**config.mk**
```make
export PLATFORM = sky130hd
export DESIGN_NAME = mem_port_arbiter
export DESIGN_NICKNAME = d
export VERILOG_FILES = /design/src/rtl/mem_port_arbiter.sv
export SDC_FILE = /design/constraint.sdc
export NUM_CORES = 1
export LEC_CHECK = 0
export BUFFER_PORTS_ARGS = -buffer_cell sky130_fd_sc_hd__buf_2
export CAP_MARGIN = 20
export CELL_PAD_IN_SITES_DETAIL_PLACEMENT = 2
export CELL_PAD_IN_SITES_GLOBAL_PLACEMENT = 2
export CORE_MARGIN = 3
export CORE_UTILIZATION = 32
export CTS_BUF_LIST = sky130_fd_sc_hd__clkbuf_8
export DETAILED_ROUTE_END_ITERATION = 8
export GPL_TIMING_DRIVEN = 0
export PLACE_DENSITY_LB_ADDON = 0.1
export SLEW_MARGIN = 10
export SYNTH_ARGS = -nofsm -noshare
export SYNTH_HDL_FRONTEND = slang
export SYNTH_SLANG_ARGS = --single-unit
export TNS_END_PERCENT = 30
```
**constraint.sdc**
```tcl
create_clock -name clk -period 8.1 [get_ports clk]
set_input_delay 0.405 -clock clk [delete_from_list [all_inputs] [get_ports clk]]
set_output_delay 0.405 -clock clk [all_outputs]
set_load 0.02 [all_outputs]
```
**src/rtl/mem_port_arbiter.sv**
```systemverilog
// Single-ported unified memory arbiter between fetch (IF) and load/store (MEM) requesters.
// Define ARB_FAIRNESS_EN to bound consecutive data grants while a fetch is waiting.
module mem_port_arbiter #(
    parameter int ADDR_W       = 32,
    parameter int DATA_W       = 32,
    parameter int LATENCY      = 2,
    parameter int MAX_D_STREAK = 4
) (
    input  logic              clk,
    input  logic              rst,
    input  logic              i_req,
    input  logic [ADDR_W-1:0] i_addr,
    input  logic              if_flush,
    output logic [DATA_W-1:0] i_rdata,
    output logic              i_done,
    input  logic              d_req,
    input  logic              d_we,
    input  logic [ADDR_W-1:0] d_addr,
    input  logic [DATA_W-1:0] d_wdata,
    input  logic [3:0]        d_wstrb,
    output logic [DATA_W-1:0] d_rdata,
    output logic              d_done,
    output logic              stall_if,
    output logic              stall_mem,
    output logic [ADDR_W-1:0] mem_addr,
    output logic [DATA_W-1:0] mem_wdata,
    output logic [3:0]        mem_wstrb,
    output logic              mem_en,
    input  logic [DATA_W-1:0] mem_rdata
);
    localparam int CNT_W = (LATENCY > 1) ? $clog2(LATENCY) : 1;

    if (DATA_W != 32 || LATENCY < 1 || MAX_D_STREAK < 1) begin : g_param_check
        $error("mem_port_arbiter: DATA_W must be 32, LATENCY and MAX_D_STREAK must be >= 1");
    end

    typedef enum logic [1:0] {IDLE, BUSY_I, BUSY_D} state_t;

    state_t           state;
    logic [CNT_W-1:0] cnt;
    logic             lat_we;
    logic             flush_pend;
    logic             i_done_q;
    logic             grant_i;
    logic             grant_d;

`ifdef ARB_FAIRNESS_EN
    localparam int STREAK_W = $clog2(MAX_D_STREAK + 1);
    logic [STREAK_W-1:0] streak;
    logic                fetch_turn;

    assign fetch_turn = (streak >= STREAK_W'(MAX_D_STREAK));
    assign grant_d    = d_req && !(fetch_turn && i_req);
`else
    assign grant_d    = d_req;
`endif
    assign grant_i    = i_req && !grant_d;

    // A flush in the completion cycle still has to swallow the already-registered pulse.
    assign i_done    = i_done_q && !if_flush;
    assign stall_if  = i_req && !i_done;
    assign stall_mem = d_req && !d_done;

    always_ff @(posedge clk or posedge rst) begin
        if (rst) begin
            state      <= IDLE;
            cnt        <= '0;
            lat_we     <= 1'b0;
            flush_pend <= 1'b0;
            i_done_q   <= 1'b0;
            d_done     <= 1'b0;
            i_rdata    <= '0;
            d_rdata    <= '0;
            mem_en     <= 1'b0;
            mem_addr   <= '0;
            mem_wdata  <= '0;
            mem_wstrb  <= '0;
`ifdef ARB_FAIRNESS_EN
            streak     <= '0;
`endif
        end else begin
            i_done_q <= 1'b0;
            d_done   <= 1'b0;
            case (state)
                IDLE: begin
                    if (grant_d) begin
                        state     <= BUSY_D;
                        cnt       <= CNT_W'(LATENCY - 1);
                        lat_we    <= d_we;
                        mem_en    <= 1'b1;
                        mem_addr  <= d_addr;
                        mem_wdata <= d_wdata;
                        mem_wstrb <= d_we ? d_wstrb : 4'h0;
`ifdef ARB_FAIRNESS_EN
                        // grant_d with i_req implies streak < MAX_D_STREAK, so no overflow
                        streak    <= i_req ? streak + 1'b1 : '0;
`endif
                    end else if (grant_i) begin
                        state      <= BUSY_I;
                        cnt        <= CNT_W'(LATENCY - 1);
                        flush_pend <= 1'b0;
                        mem_en     <= 1'b1;
                        mem_addr   <= i_addr;
                        mem_wdata  <= '0;
                        mem_wstrb  <= '0;
`ifdef ARB_FAIRNESS_EN
                        streak     <= '0;
`endif
                    end
                end
                BUSY_I: begin
                    if (if_flush) flush_pend <= 1'b1;
                    if (cnt == '0) begin
                        if (!(flush_pend || if_flush)) begin
                            i_rdata  <= mem_rdata;
                            i_done_q <= 1'b1;
                        end
                        flush_pend <= 1'b0;
                        state      <= IDLE;
                        mem_en     <= 1'b0;
                        mem_addr   <= '0;
                        mem_wdata  <= '0;
                        mem_wstrb  <= '0;
                    end else begin
                        cnt <= cnt - 1'b1;
                    end
                end
                BUSY_D: begin
                    if (cnt == '0) begin
                        if (!lat_we) d_rdata <= mem_rdata;
                        d_done    <= 1'b1;
                        state     <= IDLE;
                        mem_en    <= 1'b0;
                        mem_addr  <= '0;
                        mem_wdata <= '0;
                        mem_wstrb <= '0;
                    end else begin
                        cnt <= cnt - 1'b1;
                    end
                end
                default: state <= IDLE;
            endcase
        end
    end

endmodule
```
## Yosys cells after proc, flatten, opt, wreduce, memory -nomap -nowiden

Index checks and enable logic that the tools add are counted.
Widths: inputs -> output; s select.

- $add $sub $neg: 1
- Equal/unequal tests: 7
- Mux-type cells: 32
- Bitwise logic cells: 3
- Reduce and logical (&&, ||, !) cells: 20

Operator list:

| kind | count |
|---|---|
| $mux 32 | 5 |
| $pmux 32 s2 | 2 |
| $mux 4 | 4 |
| $mux 1 | 13 |
| $reduce_and 3->1 | 3 |
| $pmux 4 s2 | 1 |
| $mux 2 | 3 |
| $ne 2x2->1 const B | 3 |
| $ne 3x3->1 const B | 2 |
| $pmux 1 s2 | 3 |
| $reduce_and 2->1 | 3 |
| $logic_and 1x1->1 | 4 |
| $logic_not 1->1 | 4 |
| $pmux 2 s2 | 1 |
| $reduce_and 4->1 | 1 |
| $reduce_bool 2->1 | 2 |
| $not 1->1 | 3 |
| $eq 2x1->1 const B | 1 |
| $eq 2x2->1 const B | 1 |
| $logic_not 2->1 | 1 |
| $reduce_or 2->1 | 1 |
| $logic_or 1x1->1 | 1 |
| $sub 1x1->1 const B | 1 |

- Bits in registers: 140
- Bits of input ports: 138
- Output and inout bits: 137
- Word-level logic and storage cells: 75

## Depth between registers and ports, before layout

- Word-level depth: 5
- Depth in mapped cells: 8
- Gate-level depth less buffers: 5

## Worst setup path after synthesis

Ideal clock, no wire load.

- Path kind: register to register
- From: register state[0]
- To: register mem_wdata[0]
- Library setup time: 0.124 ns
- Arrival time: 1.698 ns
- Required time: 7.976 ns
- Setup slack: 6.278 ns
- Stages on the path, launching flop included: 9
- Buffers on the path: 4
- Cell sequence: dfrtp_1 -> inv_1 -> ha_1 -> clkbuf_1 -> a211o_1 -> buf_4 -> buf_6 -> buf_6 -> mux2i_1

- Word-level cells in the longest chain between the ends: 4
- Elaborated cells between the ends (all ways): 9
- Classes of those cells: 4 x eq/ne; 1 x mux; 4 x reduce/logical

RTL lines:

| what | line | text |
|---|---|---|
| start: declaration | 39 | `state_t state;` |
| start signal: assignment | 66 | `state <= IDLE;` |
| start signal: assignment | 87 | `state <= BUSY_D;` |
| start signal: assignment | 99 | `state <= BUSY_I;` |
| $eq 2x2->1 or $eq 2x1->1 (tied branches) | 84 | `case (state)` |
| $reduce_or 2->1 (no source line) | -- |  |
| $ne 2x2->1 (no source line) or $reduce_bool 2->1 (tied branches) | -- |  |
| $reduce_and 3->1 (no source line) | -- |  |
| end signal: assignment | 92 | `mem_wdata <= d_wdata;` |
| end: declaration | 26 | `output logic [DATA_W-1:0] mem_wdata,` |

Several ways; a longest one is shown, not always the timed one.
A chain may end at the register's enable or synchronous reset.

## Worst setup path after layout

- From: register state[0]
- To: register mem_wdata[16]

The elaborated chain is that of the path after synthesis.

==> flow_summary.ini <==
[clock_network]
cts.reportedPaths.clkPinSlew_ns = 0.08
cts_buffers = 17
clock_sinks = 140
insertion_delay_ns = 0.44
clockBufferDepth = 2
htreeDepth = 4
cts_resized = 0
postCtsSetupBuffers = 0
cts-root-buf = clkbuf_8
holdBufCountCts = 0
cts_tree = yes

[grt]
antenna_found_initial = 2
grt_pass1_vias = 5505
grt_usage = 0.185
grt_start_max_net_pins = 85
overflow = 0
grt_pass1_wl_um = 29900

[critical_path]
crit_cells = 8
arrival_ns = 2.75
worstPathMaxFanout = 10
reg2reg_slack_ns = 5.71
slowest_stage = clkbuf_1
path_cells = inv_1 -> ha_1 -> clkbuf_1 -> nor2b_1 -> clkbuf_1 -> clkbuf_1 -> nand2_1 -> mux2i_1
path_buf_inv = 4
start_kind = flip-flop
worstReg2RegEnd = mem_wdata[16]$_DFFE_PP0P_
slowest_delay_ns = 0.44
cp.required_ns = 8.46
path_class = reg2reg
worstSetupEndpointType = flip-flop
worstReg2RegStart = state[0]$_DFFE_PP0P_
crit_path_start = state[0]$_DFFE_PP0P_
worstRegToRegCells = 8
cp_common_cell = clkbuf_1
cp_top_family = buffers and inverters
critPathCapture = mem_wdata[16]$_DFFE_PP0P_

[drt]
vias = 4804
drt_iter0_drc = 124
viasPerCell = 4.78
wire_per_inst_um = 18.8
drt_pass1_iterations = 4
drc = 0
drt-total-wl_um = 18900
drtAntennaViolNets = 0

[floorplanning]
die_area_um2 = 20600
io_pins = 275
rows = 49
start_util = 0.331
die-width_um = 143
fp.dieH_um = 143
core-area_um2 = 18300

[sta]
maxSlewViolCount = 0
worstMarginPinSlew_ns = 0.566
slew_headroom = 0.623
finClkSkew_ns = 0.0130
period_minus_slack_ns = 2.39
finalSetupViolCount = 0
hold_violations = 0
fin_tns_setup_ns = 0
rsz0062_at_grt = no
timing.final.crit_share = 0.295
fmax_ghz = 0.419

[status]
status = finished, final reports clean

[placement]
placed_area_um2 = 7740
place_hpwl_um = 14800
numPortBuffers = 274
gp_congestion = 0.742

[cells_and_area]
drive_gt1_frac = 0.423
multi_input_area_um2 = 2220
n_antenna_cell = 0
seqCellArea_um2 = 3500
finalInstanceArea_um2 = 8170
syn_to_final_growth_pct = 35.2
fillers = 1977
layout.nets = 907

[yosys]
ys_seq_elements = 140
syn_inst = 471
synthDistinctLibCells = 29
syn_nets = 613
ys.flop_type = dfrtp_1
yosysSeqAreaShare = 0.579
synthArstFlopShare = 1.00
avgSynthCellArea_um2 = 12.8
yosysWarningCount = 0
synth_edf_count = 0
synth_area_um2 = 6050

[pwr]
worst_ir_drop_vdd_mv = 0.125
power.leakage_nw = 4.44
powerDensity_nw_per_um2 = 427

[min_path]
hold_path_class = in2async

[job]
max-cap-violations = 0
[placed cells by master, fill, tap and decap left out, types with 2 or more instances in the layout]
cell and instances:
inv_6 4, o21ai_0 3, mux2_1 65, dfrtp_1 140, nor4_1 32, buf_6 3, buf_4 7, mux2i_1 64
clkinvlp_4 2, a21o_1 32, clkinv_4 2, o21ai_1 2, bufinv_16 4, buf_2 282, a22o_1 4, clkbuf_8 18
inv_1 36, clkinv_2 2, ha_1 4, clkbuf_1 15, nor2b_1 7, nand2_1 35
[how the worst min path moves through the flow]
| stage | slack [ns] | end | from | cells after the start |
|---|---|---|---|---|
| floorplan | 0.46 | lat_we$_DFFE_PP0P_ | lat_we$_DFFE_PP0P_ | 1 |
| global placement | 0.45 | mem_addr[16]$_DFFE_PP0P_ | mem_addr[16]$_DFFE_PP0P_ | 1 |
| detailed placement | 0.46 | mem_addr[5]$_DFFE_PP0P_ | mem_addr[5]$_DFFE_PP0P_ | 1 |
| CTS | 0.02 | i_rdata[25]$_DFFE_PP0P_ | rst | 2 |
| global route | 0.04 | d_rdata[25]$_DFFE_PP0P_ | rst | 2 |
| finish | 0.01 | i_rdata[25]$_DFFE_PP0P_ | rst | 2 |
[where the power goes]
| group | switching (W) | internal (W) | total, W |
|---|---|---|---|
| clock network | 0.000283 | 0.000345 | 0.000628 |
| logic | 0.00103 | 0.000630 | 0.00166 |
| registers | 0.000175 | 0.00103 | 0.00120 |
| total | 0.00148 | 0.00200 | 0.00349 |
[synth_stat cells, drive strengths merged, types with 4 or more instances]
| cell | instances | area [um2] |
|---|---|---|
| nand2 | 35 | 131 |
| nor4 | 32 | 200 |
| a22o | 4 | 35.0 |
| ha | 4 | 50.1 |
| inv | 37 | 139 |
| buf | 19 | 130 |
| o21ai | 5 | 25.0 |
| nor2b | 7 | 43.8 |
| a21o | 32 | 240 |
| mux2i | 64 | 641 |
| mux2 | 65 | 732 |
| dfrtp | 140 | 3500 |
| clkbuf | 15 | 56.3 |
[sequential cells by signal (all words and copies together) (netlist names), 2 cells and up]
name / flops
d_rdata: 32
mem_addr: 32
state: 2
i_rdata: 32
mem_wdata: 32
mem_wstrb: 4
[cells by family after synthesis]
family                   after synthesis  synth area share
AND/OR/NAND/NOR                       79            0.0728
flip-flops                           140             0.579
multiplexers                         129             0.227
buffers and inverters                 71            0.0538
adder cells (fa/ha/maj)                4           0.00828
AO/OA/AOI/OAI                         48            0.0586
[layer usage]
layer	global-route usage	wire, um	vias up
met1	0.230	7920	2390
met4	0.0530	242	4
met2	0.315	9420	168
met3	0.0532	1280	19
met5	0	26	-
li1	-	-	2223
[worst register-to-register path, delay by kind of cell (launching register included)]
| kind | cells | cell delay [ns] |
|---|---|---|
| fa+ha+maj | 1 | 0.30 |
| simple gates | 2 | 0.35 |
| buf+inv | 4 | 1.10 |
| flops | 1 | 0.42 |
| mux | 1 | 0.15 |
[through the flow]
stage / power (W) / setup slack, ns / hold WS, ns / instances / utilization
finish: 0.00349 / 5.71 / 0.0136 / 1006 / 0.447
global route: 0.00374 / 5.51 / 0.0381 / 1006 / 0.447
CTS: 0.00355 / 5.64 / 0.0179 / 1006 / 0.447
detailed placement: 0.00291 / 5.69 / 0.462 / 975 / 0.423
global placement: 0.00281 / 2.29 / 0.454 / 974 / 0.422
floorplan: 0.00227 / 3.94 / 0.465 / 471 / -
[cell type report]
type | count | area share
clock inverter | 13 | 0.0231
inverter | 37 | 0.0176
multi-input combinational | 260 | 0.271
clock buffer | 18 | 0.0303
buffer | 34 | 0.0228
tap | 229 | 0.0351
timing repair buffer | 275 | 0.171
sequential | 140 | 0.429
Note: power is estimated with default switching activity, not from simulation.
